$ cat config.mk
export PLATFORM = sky130hd
export DESIGN_NAME = grid_access_arbiter
export DESIGN_NICKNAME = d
export VERILOG_FILES = /design/src/rtl/grid_access_arbiter.sv
export SDC_FILE = /design/constraint.sdc
export NUM_CORES = 1
export LEC_CHECK = 0
export CAP_MARGIN = 30
export CORE_MARGIN = 5
export CORE_UTILIZATION = 25
export DETAILED_ROUTE_END_ITERATION = 6
export HOLD_SLACK_MARGIN = 0.12
export PLACE_DENSITY = 0.6
export SYNTH_ARGS = -nofsm -noshare
export SYNTH_HDL_FRONTEND = slang
export SYNTH_SLANG_ARGS = --single-unit
export TNS_END_PERCENT = 20
$ cat constraint.sdc
create_clock -name clk -period 1.9 [get_ports clk]
set_clock_uncertainty 0.15 [all_clocks]
set_input_delay 0.38 -clock clk [delete_from_list [all_inputs] [get_ports clk]]
set_output_delay 0.38 -clock clk [all_outputs]
set_load 0.01 [all_outputs]
$ cat src/rtl/grid_access_arbiter.sv
// grid_access_arbiter: shares the single-port game-grid RAM between the arena
// rebuild sequencer, the VGA renderer (read-only, priority) and the game engine
// (read/write, with a starvation override).
// Optional feature macro: GRID_WRITE_PROTECT_EN. When defined, game writes to
// border cells are granted but suppressed at the RAM, and protect_hit pulses.
module grid_access_arbiter #(
  parameter int unsigned GRID_SIZE     = 16,
  parameter int unsigned LOG_GRID_SIZE = 4,
  parameter int unsigned STARVE_LIMIT  = 4
) (
  input  logic                       clk,
  input  logic                       reset_n,
  input  logic                       clear_start,
  output logic                       clear_busy,
  output logic                       clear_done,
  input  logic                       vga_req,
  input  logic [2*LOG_GRID_SIZE-1:0] vga_addr,
  output logic                       vga_gnt,
  output logic                       vga_rvalid,
  output logic                       vga_rdata,
  input  logic                       game_req,
  input  logic                       game_we,
  input  logic [2*LOG_GRID_SIZE-1:0] game_addr,
  input  logic                       game_wdata,
  output logic                       game_gnt,
  output logic                       game_rvalid,
  output logic                       game_rdata,
  output logic                       ram_en,
  output logic                       ram_we,
  output logic [2*LOG_GRID_SIZE-1:0] ram_addr,
  output logic                       ram_wdata,
  input  logic                       ram_rdata,
  output logic                       protect_hit
);

  localparam int unsigned AW = 2 * LOG_GRID_SIZE;

  typedef enum logic [1:0] {
    IDLE  = 2'd0,
    CLEAR = 2'd1,
    DONE  = 2'd2
  } state_t;

  state_t          state;
  logic [AW-1:0]   clr_cnt;
  logic [3:0]      wait_cnt;
  logic            busy_q;
  logic            done_q;
  logic            vga_rd_q;
  logic            game_rd_q;
  logic            idle;
  logic            starve;
  logic            game_win;
  logic            game_wr_blocked;

  // A cell is on the border when either coordinate is at 0 or GRID_SIZE-1.
  function automatic logic is_border(input logic [AW-1:0] a);
    logic [LOG_GRID_SIZE-1:0] x;
    logic [LOG_GRID_SIZE-1:0] y;
    x = a[LOG_GRID_SIZE-1:0];
    y = a[AW-1:LOG_GRID_SIZE];
    return (x == '0) || (x == LOG_GRID_SIZE'(GRID_SIZE - 1)) ||
           (y == '0) || (y == LOG_GRID_SIZE'(GRID_SIZE - 1));
  endfunction

  // Rebuild sequencer: IDLE -> CLEAR (one write per cell) -> DONE -> IDLE.
  always_ff @(posedge clk or negedge reset_n) begin
    if (!reset_n) begin
      state   <= IDLE;
      clr_cnt <= '0;
      busy_q  <= 1'b0;
      done_q  <= 1'b0;
    end else begin
      case (state)
        IDLE: begin
          if (clear_start) begin
            state   <= CLEAR;
            busy_q  <= 1'b1;
            clr_cnt <= '0;
          end
        end
        CLEAR: begin
          clr_cnt <= clr_cnt + AW'(1);
          if (clr_cnt == '1) begin
            state  <= DONE;
            done_q <= 1'b1;
          end
        end
        DONE: begin
          state  <= IDLE;
          busy_q <= 1'b0;
          done_q <= 1'b0;
        end
        default: begin
          state  <= IDLE;
          busy_q <= 1'b0;
          done_q <= 1'b0;
        end
      endcase
    end
  end

  assign clear_busy = busy_q;
  assign clear_done = done_q;

  // Arbitration: VGA first unless the game has waited STARVE_LIMIT cycles.
  always_comb begin
    idle     = (state == IDLE);
    starve   = (wait_cnt == 4'(STARVE_LIMIT));
    game_win = game_req && (!vga_req || starve);
    vga_gnt  = reset_n && idle && vga_req && !game_win;
    game_gnt = reset_n && idle && game_win;
  end

`ifdef GRID_WRITE_PROTECT_EN
  assign game_wr_blocked = game_gnt && game_we && is_border(game_addr);
`else
  assign game_wr_blocked = 1'b0;
`endif

  assign protect_hit = game_wr_blocked;

  // Starvation counter: frozen while the sequencer owns the RAM.
  always_ff @(posedge clk or negedge reset_n) begin
    if (!reset_n) begin
      wait_cnt <= '0;
    end else if (state == IDLE) begin
      if (!game_req || game_gnt) begin
        wait_cnt <= '0;
      end else if (wait_cnt != 4'(STARVE_LIMIT)) begin
        wait_cnt <= wait_cnt + 4'd1;
      end
    end
  end

  // RAM port mux: sequencer in CLEAR, otherwise the granted requester.
  always_comb begin
    ram_en    = 1'b0;
    ram_we    = 1'b0;
    ram_addr  = '0;
    ram_wdata = 1'b0;
    if (reset_n) begin
      if (state == CLEAR) begin
        ram_en    = 1'b1;
        ram_we    = 1'b1;
        ram_addr  = clr_cnt;
        ram_wdata = is_border(clr_cnt);
      end else if (vga_gnt) begin
        ram_en   = 1'b1;
        ram_addr = vga_addr;
      end else if (game_gnt) begin
        ram_en    = !game_wr_blocked;
        ram_we    = game_we && !game_wr_blocked;
        ram_addr  = game_addr;
        ram_wdata = game_wdata;
      end
    end
  end

  // Track read grants so data is steered back one cycle later.
  always_ff @(posedge clk or negedge reset_n) begin
    if (!reset_n) begin
      vga_rd_q  <= 1'b0;
      game_rd_q <= 1'b0;
    end else begin
      vga_rd_q  <= vga_gnt;
      game_rd_q <= game_gnt && !game_we;
    end
  end

  assign vga_rvalid  = vga_rd_q;
  assign vga_rdata   = vga_rd_q && ram_rdata;
  assign game_rvalid = game_rd_q;
  assign game_rdata  = game_rd_q && ram_rdata;

endmodule

## After elaboration in Yosys (flattened, before gate mapping)

Cells that the tools add are included.

- Reduce and logical (&&, ||, !) cells: 27
- Equal/unequal tests: 8
- Multiplexer cells: 27
- Shift operators: 0
- Divide/modulo/power cells: 0
- $add $sub $neg: 2
- Multiply operators: 0
- Order comparisons: 0
- Bitwise gates (word level): 2

Operators with widths:

| kind | count |
|---|---|
| 2-to-1 mux 8 bit | 5 |
| case mux 8 bit (2 select lines) | 1 |
| 2-to-1 mux 1 bit | 14 |
| AND reduction 2 bit | 5 |
| adder 8 x 1 -> 8 bit (second input constant) | 1 |
| == test 4 bit (second input constant) | 2 |
| == test 8 bit (second input constant) | 1 |
| logical AND 1 bit | 8 |
| logical NOT 4 bit | 2 |
| 2-to-1 mux 4 bit | 2 |
| logical OR 1 bit | 5 |
| adder 4 x 1 -> 4 bit (second input constant) | 1 |
| == test 4 x 3 -> 1 bit (second input constant) | 1 |
| logical NOT 1 bit | 4 |
| 2-to-1 mux 2 bit | 2 |
| inequality test 2 bit (second input constant) | 2 |
| inequality test 4 x 3 -> 1 bit (second input constant) | 1 |
| case mux 1 bit (2 select lines) | 2 |
| case mux 2 bit (2 select lines) | 1 |
| nonzero test 2 bit | 2 |
| == test 2 x 1 -> 1 bit (second input constant) | 1 |
| logical NOT 2 bit | 1 |
| NOT 1 bit | 2 |

- Latch bits: 0
- RAM bits: 0
- Memories kept: 0
- Input bits: 24
- Output and inout bits: 20
- Bits in registers: 18
- ROM bits: 0
- Logic and storage cells: 73

## Logic depth before layout (Yosys ltp)

Gate-level depths: netlist (run 1).

- Depth after elaboration: 8
- Mapped depth: 6

## Worst setup path before layout (run 1)

Ideal clock, no wire load.

- Kind: reg2out
- Start: reg wait_cnt[0]
- End: out ram_addr[0]
- Arrival time: 1388 ps
- Required time: 1370 ps
- Cell stages (with the launch flop): 7
- Path slack: -18 ps
- Cell sequence: dfrtp_1 -> inv_1 -> ha_1 -> nand4b_1 -> clkbuf_1 -> nand4_1 -> a31oi_1

- Cells in the longest elaborated chain, start to end: 8
- Elaborated cells between the ends (all ways): 10
- Classes of those cells: 1 x eq/ne; 4 x mux; 5 x reduce/logical

Ends and longest elaborated chain:

| item | RTL line | source |
|---|---|---|
| start, declared | 46 | `logic [3:0] wait_cnt;` |
| start signal, assigned | 131 | `wait_cnt <= wait_cnt + 4'd1;` |
| == test 4 x 3 -> 1 bit * | 109 | `starve = (wait_cnt == 4'(STARVE_LIMIT));` |
| logical OR 1 bit * | 110 | `game_win = game_req && (!vga_req \|\| starve);` |
| logical AND 1 bit * | 110 |  |
| logical AND 1 bit / logical NOT 1 bit (equally long branches) | 112, 111 |  |
| 2-to-1 mux 8 bit / logical AND 1 bit (equally long branches) | 151, 111 |  |
| 2-to-1 mux 8 bit * | 148 | `end else if (vga_gnt) begin` |
| 2-to-1 mux 8 bit * | 143 | `if (state == CLEAR) begin` |
| 2-to-1 mux 8 bit * | 142 | `if (reset_n) begin` |
| end, declared | 30 | `output logic [2*LOG_GRID_SIZE-1:0] ram_addr,` |

Every way passes the cells marked *; elsewhere a longest branch is shown, timed or not.

## Worst setup path in the final report (run 1)

- Start: reg wait_cnt[0]
- End: out ram_addr[3]

Same word-level chain as after synthesis.

==> results.yml, run 1 <==
setup_path:
  cp_num_buf_inv: 4
  end_kind: "output pin"
  crit_chain: "inv_2 > ha_4 > nand4b_1 > buf_6 > buf_6 > nand4_1 > a31oi_1 > buf_2"
  critPathTopFamily: "buffers and inverters"
  r2r-end: "clr_cnt[7]$_DFFE_PN0P_"
  critical_path_class: "reg2out"
  r2r_slack_ns: 0.09
  regToRegStartpoint: "state[1]$_DFFE_PN0P_"
  max_stage_delay_ns: 0.36
  crit_fanout: 6
  crit_arrival_ns: 1.74
  start_kind: "flip-flop"
  slowest_stage: "dfrtp_1"
  rr_worst_depth: 5
  cp_data_required_time_ns: 1.37
  path_common_cell: "buf_6"
clocking:
  htreeDepth: 1
  cts_tree: "yes"
  clockBufferDepth: 2
  cts.sinks: 18
  cts_buffers: 3
  clk_latency_ns: 0.26
  cts-root-buf: "clkbuf_8"
  clk_pin_slew_ns: 0.07
synthesis:
  syn_nets: 186
  ys_ff_latch: 18
  synthFlopType: "dfrtp_1"
  synth_edf_count: 0
  synthTopCellsByArea: "dfrtp_1, o211ai_1, nand4_1, a31oi_1, ha_1"
  synth_top_cell_area_share_pct: 33.6
  syn_area_sq_um: 1340
  yosysTopAreaCell: "dfrtp_1"
  syn-instance-count: 158
  ys_seq_area_share_pct: 33.6
  syn_avg_cell_area_sq_um: 8.49
  yosysWarnings: 0
  synthArstFlopShare_pct: 100
  yosysUniqueCellTypes: 45
place:
  pre_cts_ws_ns: -0.979
  dp.cells: 296
  dp_hpwl_um: 3330
  gp_congestion: 0.861
  io_buffers: 42
floorplan:
  core_sq_um: 5170
  die_width_um: 83.2
  die-height_um: 83.2
  num_io_pins: 44
  rows: 26
  dieArea_sq_um: 6930
  initial_utilization_pct: 25.9
timing:
  final-setup-viol-count: 13
  slew_viol_final: 0
  layout_setup_ws_ns: -0.369
  finalCritPeriodShare_pct: 119
  post-route-min-period_ns: 2.27
  hold_viol: 0
  fmax_ghz: 0.441
  rsz0062_at_grt: "true"
global_routing:
  grt_overflow_total: 0
  antenna_found_initial: 0
  grt_pass1_wl_um: 7440
  grt_max_degree: 25
  grtUsageTotal_pct: 12.9
  grt_pass1_vias: 1541
route:
  vias: 1545
  firstDrtPassIters: 4
  ant_nets: 0
  drcViolationCount: 0
  wire_per_inst_um: 14.4
  routed_wl_um: 4490
  drt_iter0_drc: 92
  vias_per_cell: 4.95
status:
  violations: "setup timing"
  status: "finished, violations left"
cells_and_area:
  n_antenna_cell: 0
  multi_input_area_sq_um: 818
  syn_to_final_growth_pct: 67.8
  fillers: 513
  seq_area_sq_um: 450
  fin_nets: 272
  utilization_pct: 43.5
  stdcell_count: 312
  drive_above_1_share_pct: 33.9
power:
  ir_worst_vdd_mv: 0.371
  power_mw: 2.10
  pwr_density_cell_nw_per_um2: 931
  p_leak_nw: 1.02
run:
  maxCapViolCount: 0
worst_hold_path:
  hp-class: "in2async"
## final cells by class
class	instances	area share (%)
multi-input cells	116	36.4
repair buffers	95	36.2
inverters	10	1.72
flip-flops and latches	18	20.0
well taps	70	3.89
clock buffers	3	1.83
## cells by family (layout without fill, tap and decap cells)
logic type | after synthesis | in the layout | synth area share, %
compound gates | 47 | 47 | 22.9
fa+ha+maj | 4 | 4 | 3.73
buf+inv | 24 | 108 | 8.68
flops | 18 | 18 | 33.6
mux | 5 | 5 | 3.82
other cells | 1 | 1 | 0.280
simple gates | 59 | 59 | 27.0
## how the worst max path moves through the flow
stage	start	endpoint	slack (ns)	depth (start not counted)
after global placement	game_req	ram_addr[5]	-0.96	7
after detailed placement	game_req	ram_addr[5]	-0.98	7
final	wait_cnt[0]$_DFFE_PN0P_	ram_addr[3]	-0.37	8
after global routing	state[1]$_DFFE_PN0P_	ram_addr[0]	-0.47	7
after CTS	state[0]$_DFFE_PN0P_	ram_addr[0]	-0.34	7
after floorplan	wait_cnt[0]$_DFFE_PN0P_	ram_addr[0]	0.02	6
## tightest hold or removal path: stages
cell,delay (ns)
dlygate4sd2_1,0.23
buf_6,0.20
buf_4,0.22
## layer usage
layer / part of all wire, % / GRT usage (%) / up-vias
met2: 48 / 21.9 / 46
met3: 4.7 / 1.68 / 6
met1: 45 / 16.8 / 729
li1: - / - / 764
met4: 1.5 / 3.86 / 0
met5: 0 / 0 / -
## cells in the final DEF (no fill, tap or decap), drive strengths merged, types with 2 or more instances in the layout
master / instances
a22o: 2
o211ai: 11
nand4b: 2
o21ai: 13
a31oi: 11
inv: 9
dfrtp: 18
buf: 65
or4: 2
clkdlybuf4s50: 24
clkbuf: 3
a21oi: 2
nor2b: 8
nand3b: 2
and2: 2
ha: 4
mux2i: 4
nand2: 8
nand4: 13
nand3: 4
and4: 2
nor2: 6
nand2b: 2
dlygate4sd2: 4
## sequential cells by signal, summed over array words and instances, names as in the netlist
name,cells
wait_cnt,4
vga_rvalid,1
clr_cnt,8
game_rvalid,1
clear_busy,1
state,2
clear_done,1
## repair_timing
action                     CTS  global route
setup buffers               10             2
pin swaps                   18             7
setup endpoints to repair   15            14
hold buffers                 1             0
gates resized for setup     79             5
hold endpoints to repair     8             0
## Yosys cell counts (5+ instances only)
master    instances
nor2b_1           8
o211ai_1         11
nand4_1          13
inv_1             9
o21ai_0           7
buf_2             6
dfrtp_1          18
clkbuf_1          5
nor2_1            6
a31oi_1          11
o21ai_1           6
nand2_1           8
## where the power goes
part | switching [mW] | internal, mW
Combinational | 0.530 | 0.646
Sequential | 0.127 | 0.519
Clock | 0.132 | 0.141
Total | 0.789 | 1.31
## metrics by stage
stage               instance area [sq um]  TNS [ns]  hold WS [ns]
floorplan                            1340         0       -0.0656
global placement                     2080    -11.91         0.361
detailed placement                   2080    -12.29         0.358
CTS                                  2210     -3.77         0.294
global route                         2250     -4.95         0.338
finish                               2250     -3.77         0.289
Note: power is estimated with default switching activity, not from simulation.
==> run 2: changes to the inputs <==
--- a/config.mk
+++ b/config.mk
@@ -9,8 +9,10 @@
 export CORE_MARGIN = 5
 export CORE_UTILIZATION = 25
 export DETAILED_ROUTE_END_ITERATION = 6
+export GPL_TIMING_DRIVEN = 0
 export HOLD_SLACK_MARGIN = 0.12
 export PLACE_DENSITY = 0.6
+export SLEW_MARGIN = 20
 export SYNTH_ARGS = -nofsm -noshare
 export SYNTH_HDL_FRONTEND = slang
 export SYNTH_SLANG_ARGS = --single-unit
==> constraint.sdc (replaced) <==
create_clock -name clk -period 2.8 [get_ports clk]
set_clock_uncertainty 0.15 [all_clocks]
set_input_delay 0.56 -clock clk [delete_from_list [all_inputs] [get_ports clk]]
set_output_delay 0.56 -clock clk [all_outputs]
set_load 0.01 [all_outputs]
==> run 2 against run 1 <==
Net effect:
- the flow now finishes without violations
- clock-buffer cell count rose by 1
- wire length shrank 5.8%
- sequential share of layout area grew 2.8 points
- final cell count fell by 11%
- design area shrank 12%
- sequential power is 27% lower
- combinational power is 53% lower
- global-route usage fell by 0.90 points
- sequential cell count unchanged
- largest cell class unchanged
- highest routed layer unchanged
==> results.yml, run 2 (synthesized netlist as in run 1, its figures left out) <==
route:
  drt_iter0_drc: 104
  firstDrtPassIters: 4
  drcViolationCount: 0
  vias_per_cell: 5.09
  vias: 1415
  wire_per_inst_um: 15.2
  ant_nets: 0
  routed_wl_um: 4230
place:
  dp_hpwl_um: 3160
  pre_cts_ws_ns: -1.05
  io_buffers: 42
  gp_congestion: 0.809
timing:
  final-setup-viol-count: 0
  layout_setup_ws_ns: 0.0789
  rsz0062_at_grt: "false"
  hold_viol: 0
  fmax_ghz: 0.368
  slew_viol_final: 0
  finalCritPeriodShare_pct: 97.2
  maxSlewHeadroom_pct: 62.8
  fin_tns_setup_ns: 0
  worst_slew_pin_slew_ns: 0.557
  post-route-min-period_ns: 2.72
clocking:
  postCtsSetupBuffers: 0
  clk_latency_ns: 0.25
  clockBufferDepth: 2
  clk_pin_slew_ns: 0.08
  htreeDepth: 1
  cts_tree: "yes"
  cts-root-buf: "clkbuf_8"
  cts_buffers: 3
  cts.sinks: 18
global_routing:
  grt_pass1_wl_um: 6910
  grt_overflow_total: 0
  antenna_found_initial: 0
  grtUsageTotal_pct: 12.0
  grt_pass1_vias: 1329
  grt_max_degree: 11
floorplan:
  rows: 26
  dieArea_sq_um: 6930
  initial_utilization_pct: 25.9
  num_io_pins: 44
  die-height_um: 83.2
  die_width_um: 83.2
  core_sq_um: 5170
power:
  power_mw: 1.24
  ir_worst_vdd_mv: 0.186
  pwr_density_cell_nw_per_um2: 631
  p_leak_nw: 0.843
setup_path:
  regToRegStartpoint: "state[0]$_DFFE_PN0P_"
  crit_arrival_ns: 2.01
  worstSetupStartpoint: "vga_req"
  end_kind: "output pin"
  crit_fanout: 10
  cp_data_required_time_ns: 2.09
  start_kind: "input port"
  critical_path_class: "in2out"
cells_and_area:
  drive_above_1_share_pct: 12.5
  largest_register_ffs: 8
  fillers: 533
  reg_top3: "clr_cnt x8, wait_cnt x4, state x2"
  fin_nets: 237
  syn_to_final_growth_pct: 47.1
  final_common_cell: "clkdlybuf4s50_1"
  mostFrequentLayoutCells: "clkdlybuf4s50_1, dfrtp_1, nand4_1"
  largest_register: "clr_cnt"
  n_antenna_cell: 0
worst_hold_path:
  hold_start: "clear_busy$_DFFE_PN0P_"
  hp-class: "reg2reg"
run:
  maxCapViolCount: 0
status:
  status: "completed"
## run 2: cell count changes in the layout (fill, tap and decap cells not counted), moves of 2 or more
cell             before  now
clkbuf_1              0    3
buf_2                11    4
inv_2                 3    0
dlygate4sd2_1         4    9
buf_4                41    4
buf_6                12    3
inv_1                 6    9
clkbuf_2              0    2
clkdlybuf4s50_1      24   29
## run 2: report_power, final
group / switching (mW) / internal, mW
registers: 0.119 / 0.351
clock network: 0.0945 / 0.125
logic: 0.279 / 0.277
## run 2: per-stage QoR
step / cells / hold WS [ns] / area (sq um) / utilization [%]
6_report: 278 / 0.373 / 1970 / 38.1
2_1_floorplan: 158 / 0.114 / 1340 / -
5_1_grt: 278 / 0.384 / 1970 / 38.1
3_5_place_dp: 271 / 0.365 / 1860 / 36.0
4_1_cts: 277 / 0.376 / 1940 / 37.5
3_3_place_gp: 270 / 0.360 / 1850 / 35.8
## run 2: final timing paths
path / end / slack (ns) / depth (start not counted)
worst max-delay path: vga_gnt / 0.08 / 4
worst min-delay path: clear_busy$_DFFE_PN0P_ / 0.37 / 2
worst max register to register: clr_cnt[3]$_DFFE_PN0P_ / 1.16 / 4
worst min register to register: clear_busy$_DFFE_PN0P_ / 0.37 / 2
max in group asynchronous: clr_cnt[1]$_DFFE_PN0P_ / 1.43 / 3
min in group asynchronous: clr_cnt[0]$_DFFE_PN0P_ / 0.64 / 2
## run 2: final cells by class
class / instances / area, sq um / area share [%]
Clock buffer: 4 / 55.1 / 2.79
Inverter: 10 / 38.8 / 1.97
Buffer: 14 / 88.8 / 4.50
Timing Repair Buffer: 46 / 454 / 23.0
Multi-Input combinational cell: 116 / 798 / 40.5
Sequential cell: 18 / 450 / 22.8
Tap cell: 70 / 87.6 / 4.44
## run 2: routing by layer
metal  vias up  track usage (%)  part of all wire (%)
met4         0             4.16                   1.3
met1       670             16.8                    48
li1        702                -                     -
met3         4             1.39                   4.3
met5         -                0                     0
met2        39             18.9                    46
## run 2: repair_timing
action	CTS	global route
gates resized for setup	24	12
hold buffers	2	0
setup endpoints to repair	13	10
hold endpoints to repair	8	0
cloned	0	1
## run 2: critical path: stages
cell and delay, ns:
clkdlybuf4s50_1 0.50, buf_4 0.17, and4_4 0.24, clkdlybuf4s50_1 0.54
==> run 3: changes to the inputs <==
--- a/config.mk
+++ b/config.mk
@@ -8,6 +8,7 @@
 export CAP_MARGIN = 30
 export CORE_MARGIN = 5
 export CORE_UTILIZATION = 25
+export CTS_BUF_LIST = sky130_fd_sc_hd__clkbuf_4 sky130_fd_sc_hd__clkbuf_8 sky130_fd_sc_hd__clkbuf_16
 export DETAILED_ROUTE_END_ITERATION = 6
 export GPL_TIMING_DRIVEN = 0
 export HOLD_SLACK_MARGIN = 0.12
==> results of run 3 <==
No change in the layout: final DEF, timing and power equal those of run 2.
